$ cat config.mk
export PLATFORM = sky130hd
export DESIGN_NAME = apex_register_arbiter
export DESIGN_NICKNAME = d
export VERILOG_FILES = /design/src/rtl/apex_register_arbiter.sv
export SDC_FILE = /design/constraint.sdc
export NUM_CORES = 1
export LEC_CHECK = 0
export CORE_UTILIZATION = 42
export CTS_BUF_LIST = sky130_fd_sc_hd__clkbuf_16
export DETAILED_ROUTE_END_ITERATION = 6
export GPL_ROUTABILITY_DRIVEN = 1
export GPL_TIMING_DRIVEN = 0
export PLACE_DENSITY = 0.87
export SETUP_SLACK_MARGIN = 0.15
export SYNTH_ARGS = -nofsm -noshare
export SYNTH_HDL_FRONTEND = slang
export SYNTH_SLANG_ARGS = --single-unit
$ cat constraint.sdc
create_clock -name clk -period 5.05 [get_ports clk]
set_input_delay 0.7575 -clock clk [delete_from_list [all_inputs] [get_ports clk]]
set_output_delay 0.7575 -clock clk [all_outputs]
set_load 0.01 [all_outputs]
$ cat src/rtl/apex_register_arbiter.sv
// Two-master round-robin arbiter in front of a single register-bank slave.
// Registered slave-side outputs; combinational master waitrequest.
module apex_register_arbiter #(
    parameter int unsigned ADDR_W       = 8,
    parameter int unsigned DATA_W       = 32,
    parameter int unsigned READ_LATENCY = 1
) (
    input  logic              clk,
    input  logic              rst,
    input  logic              m0_read,
    input  logic              m0_write,
    input  logic [ADDR_W-1:0] m0_address,
    input  logic [DATA_W-1:0] m0_writedata,
    output logic              m0_waitrequest,
    output logic [DATA_W-1:0] m0_readdata,
    input  logic              m1_read,
    input  logic              m1_write,
    input  logic [ADDR_W-1:0] m1_address,
    input  logic [DATA_W-1:0] m1_writedata,
    output logic              m1_waitrequest,
    output logic [DATA_W-1:0] m1_readdata,
    output logic              s_chipselect,
    output logic              s_read,
    output logic              s_write,
    output logic [ADDR_W-1:0] s_address,
    output logic [DATA_W-1:0] s_writedata,
    input  logic [DATA_W-1:0] s_readdata,
    output logic [1:0]        grant,
    output logic              busy
);

    localparam logic [2:0] RdLat = 3'(READ_LATENCY);

    typedef enum logic [2:0] {StIdle, StWr, StRd, StRwait, StDone} state_e;

    state_e            state_q, state_d;
    logic [1:0]        grant_q, grant_d;
    logic              busy_q, busy_d;
    logic              last_q, last_d;
    logic [DATA_W-1:0] rdata_q, rdata_d;
    logic [2:0]        cnt_q, cnt_d;
    logic              cs_q, cs_d;
    logic              rd_q, rd_d;
    logic              wr_q, wr_d;
    logic [ADDR_W-1:0] addr_q, addr_d;
    logic [DATA_W-1:0] wdata_q, wdata_d;

    logic              req0, req1, win1, own_write;
    logic [ADDR_W-1:0] own_addr;
    logic [DATA_W-1:0] own_wdata;

    assign req0 = m0_read | m0_write;
    assign req1 = m1_read | m1_write;
    // last_q == 1 means m1 owned last, so m0 wins a tie.
    assign win1      = req1 & (~req0 | ~last_q);
    assign own_write = win1 ? m1_write : m0_write;
    assign own_addr  = win1 ? m1_address : m0_address;
    assign own_wdata = win1 ? m1_writedata : m0_writedata;

    always_comb begin
        state_d = state_q;
        grant_d = grant_q;
        busy_d  = busy_q;
        last_d  = last_q;
        rdata_d = rdata_q;
        cnt_d   = cnt_q;
        cs_d    = 1'b0;
        rd_d    = 1'b0;
        wr_d    = 1'b0;
        addr_d  = '0;
        wdata_d = '0;
        case (state_q)
            StIdle: begin
                if (req0 | req1) begin
                    grant_d = win1 ? 2'b10 : 2'b01;
                    last_d  = win1;
                    busy_d  = 1'b1;
                    cs_d    = 1'b1;
                    addr_d  = own_addr;
                    if (own_write) begin
                        state_d = StWr;
                        wr_d    = 1'b1;
                        wdata_d = own_wdata;
                    end else begin
                        state_d = StRd;
                        rd_d    = 1'b1;
                    end
                end
            end
            StWr: state_d = StDone;
            StRd: begin
                state_d = StRwait;
                cnt_d   = RdLat;
                cs_d    = 1'b1;
                addr_d  = addr_q;
            end
            StRwait: begin
                cnt_d = cnt_q - 3'd1;
                if (cnt_q == 3'd1) begin
                    rdata_d = s_readdata;
                    state_d = StDone;
                end else begin
                    cs_d   = 1'b1;
                    addr_d = addr_q;
                end
            end
            StDone: begin
                state_d = StIdle;
                grant_d = 2'b00;
                busy_d  = 1'b0;
            end
            default: state_d = StIdle;
        endcase
    end

    always_ff @(posedge clk or posedge rst) begin
        if (rst) begin
            state_q <= StIdle;
            grant_q <= 2'b00;
            busy_q  <= 1'b0;
            last_q  <= 1'b1;
            rdata_q <= '0;
            cnt_q   <= 3'd0;
            cs_q    <= 1'b0;
            rd_q    <= 1'b0;
            wr_q    <= 1'b0;
            addr_q  <= '0;
            wdata_q <= '0;
        end else begin
            state_q <= state_d;
            grant_q <= grant_d;
            busy_q  <= busy_d;
            last_q  <= last_d;
            rdata_q <= rdata_d;
            cnt_q   <= cnt_d;
            cs_q    <= cs_d;
            rd_q    <= rd_d;
            wr_q    <= wr_d;
            addr_q  <= addr_d;
            wdata_q <= wdata_d;
        end
    end

    assign m0_waitrequest = req0 & ~((state_q == StDone) & grant_q[0]);
    assign m1_waitrequest = req1 & ~((state_q == StDone) & grant_q[1]);
    assign m0_readdata    = rdata_q;
    assign m1_readdata    = rdata_q;
    assign s_chipselect   = cs_q;
    assign s_read         = rd_q;
    assign s_write        = wr_q;
    assign s_address      = addr_q;
    assign s_writedata    = wdata_q;
    assign grant          = grant_q;
    assign busy           = busy_q;

endmodule

==> results.cfg <==
[status]
status = finished clean

[cts]
clock_path_buffers = 2
clk_latency_ns = 0.33
clock-sinks = 85
cts_resized = 0
clk_pin_slew_worst_paths_ns = 0.06
ctsHoldBuffers = 0
cts_tree = yes
ctsHtreeMaxLevel = 3
cts_buffers = 9
postCtsSetupRepairBufs = 0
cts_root_buffer = clkbuf_16

[place]
hpwlAfterDp_mm = 9.18
post_dp_cell_area_sq_um = 6530
portBuffers = 229
gp_congestion = 0.824

[power_and_ir_drop]
irDropWorstVdd_uv = 229
leakagePower_uw = 0.00285
p_total_uw = 3680
power.density_nw_per_um2 = 541

[grt]
busiest_layer = met2
grt_use_met2 = 0.417
grtUsageMet3 = 0.0662
grt_max_degree = 57
met1_usage = 0.281
gr-total-overflow = 0
grt_pass1_wl_mm = 18.9
antenna_found_initial = 0
grtUsageTotal = 0.242
first_global_vias = 3822

[layout]
final_cell_mix = clkdlybuf4s50_1, dfrtp_1, nand3_1
fin_nets = 739
fin_area_sq_um = 6800
final_common_cell = clkdlybuf4s50_1
diodes = 0
areaGrowthSynthToFinish_pct = 68.1
drive_above_1_share = 0.160
finish.utilization = 0.732

[sta]
post-route-period-util = 0.670
setup_tns_ns = 0
fin_skew_ns = 0.00722
drv_slew = 0
hold_violations = 0
rsz0062_at_grt = false
fmax_mhz = 296
layout_min_cycle_time_ns = 3.38
worst_slew_pin_slew_ns = 0.479
setup_violations = 0
slew_headroom = 0.678

[routing]
routedWlPerCell_microns = 16.0
dr.pass1.iters = 4
drc_errors = 0
wirelength_mm = 12.0
viasPerCell = 5.17
drtIter0Drc = 145
num_vias = 3894
detail-route-antenna-nets = 0

[yosys]
netlist_area_sq_um = 4040
synth_compound_area_frac = 0.140
synth_area_leaders = dfrtp_1, mux2_2, nand3_1
synth_top_family_by_area = compound AO/OA/AOI/OAI gates
syn_inst = 378
synth_nets = 498
synth_mux_area_frac = 0.0891
yosys.area.top_type = dfrtp_1
synth_cell_types = 43
ys_ff_latch = 85
synth_top_area_share = 0.520
synth_fa_ha_area_frac = 0.00619
yosys.area_share.simple = 0.135
synth_xor_area_frac = 0
yosys_warnings = 0
synth.avg_cell_area_sq_um = 10.7
seq_area_frac_synth = 0.526

[critical_path]
cpMostUsedCell = clkdlybuf4s50_1
startpoint_type = input pin
ff2ff_setup_slack_ns = 3.27
crit_required_ns = 4.29
arrival_ns = 2.62
r2r_cells = 6
slowest_stage = clkdlybuf4s50_1
cp-end-kind = primary output
crit_path_max_incr_delay_ns = 0.52
r2r_start = cnt_q[1]$_DFFE_PP0P_
timing.rr.end = m0_readdata[27]$_DFFE_PP0P_
worstPathMaxFanout = 10
worstPathCellList = clkdlybuf4s50_1 -> nor2_1 -> clkbuf_1 -> a31oi_1 -> clkdlybuf4s50_1
crit_type = input pin to primary output

[die]
start_util = 0.436
fp.coreArea_sq_um = 9280
die_y_microns = 100
die_x_microns = 100
design.die.area_sq_um = 10000
ios = 230
num_rows = 35

[hold_path]
hold-path-endpoint = s_address[6]$_DFFE_PP0P_
hold_path_class = flip-flop to flip-flop
min_path_cells = 2
min_from = s_address[6]$_DFFE_PP0P_

[run]
maxCapViolCount = 0
-- sequential cells by signal, indices dropped and copies added (netlist names), 2 cells and up --
name	count
m0_readdata	32
state_q	3
cnt_q	3
s_writedata	32
s_address	8
grant	2
-- metal layers --
metal | wire length [microns] | vias up
met2 | 6100 | 220
met4 | 319 | 0
met3 | 1100 | 24
li1 | - | 1802
met1 | 4520 | 1848
met5 | 0 | -
-- where the power goes --
group	internal, uW	total (uW)	switching (uW)
clock network	330	597	267
registers	940	1110	171
logic	1140	1970	825
-- per-stage QoR --
step / hold slack, ns / instances / setup slack, ns
global route: 0.534 / 753 / 1.57
floorplan: 0.522 / 378 / 2.10
CTS: 0.502 / 753 / 1.69
detailed placement: 0.488 / 737 / 1.70
finish: 0.499 / 753 / 1.67
global placement: 0.492 / 736 / 0.778
-- logic make-up (layout without fill, tap and decap cells) --
group / after synthesis / in the layout
AOI/OAI and AO/OA: 96 / 96
and+or+nand+nor: 93 / 93
DFF: 85 / 85
buffers and inverters: 70 / 316
muxes: 32 / 32
adders and majority gates: 2 / 2
-- area by class of cell --
class	instances	area, sq um
Buffer	64	397
Clock buffer	9	225
Clock inverter	7	43.8
Fill cell	676	2490
Inverter	6	25.0
Multi-Input combinational cell	223	1500
Sequential cell	85	2130
Tap cell	129	161
Timing Repair Buffer	230	2320
-- worst max path at each step --
stage	from	endpoint	slack, ns
floorplan	rst	busy$_DFFE_PP0P_	2.10
global placement	rst	s_writedata[29]$_DFF_PP0_	0.78
detailed placement	m1_write	m1_waitrequest	1.70
CTS	m1_write	m1_waitrequest	1.69
global route	m1_write	m1_waitrequest	1.57
finish	m1_write	m1_waitrequest	1.67
-- critical path: cells and delay by family --
kind	cells	cell delay (ns)
buffers and inverters	3	1.38
and+or+nand+nor	1	0.40
AOI/OAI and AO/OA	1	0.08
-- Yosys cell counts (all sizes together) --
master	number
and3	1
o2111ai	8
a22o	1
o221ai	2
o22ai	1
inv	6
or2	2
dfstp	1
dfrtp	84
nor2b	18
a21boi	1
mux2	32
nand3	48
o21bai	1
or4	1
o21ai	38
o21a	1
nor3	1
nor2	5
a221oi	1
nand2b	5
o211ai	1
nand3b	2
and3b	1
buf	47
a31oi	2
nand2	1
clkbuf	17
a32o	3
nand4	8
a21oi	36
ha	2
Note: power is estimated with default switching activity, not from simulation.
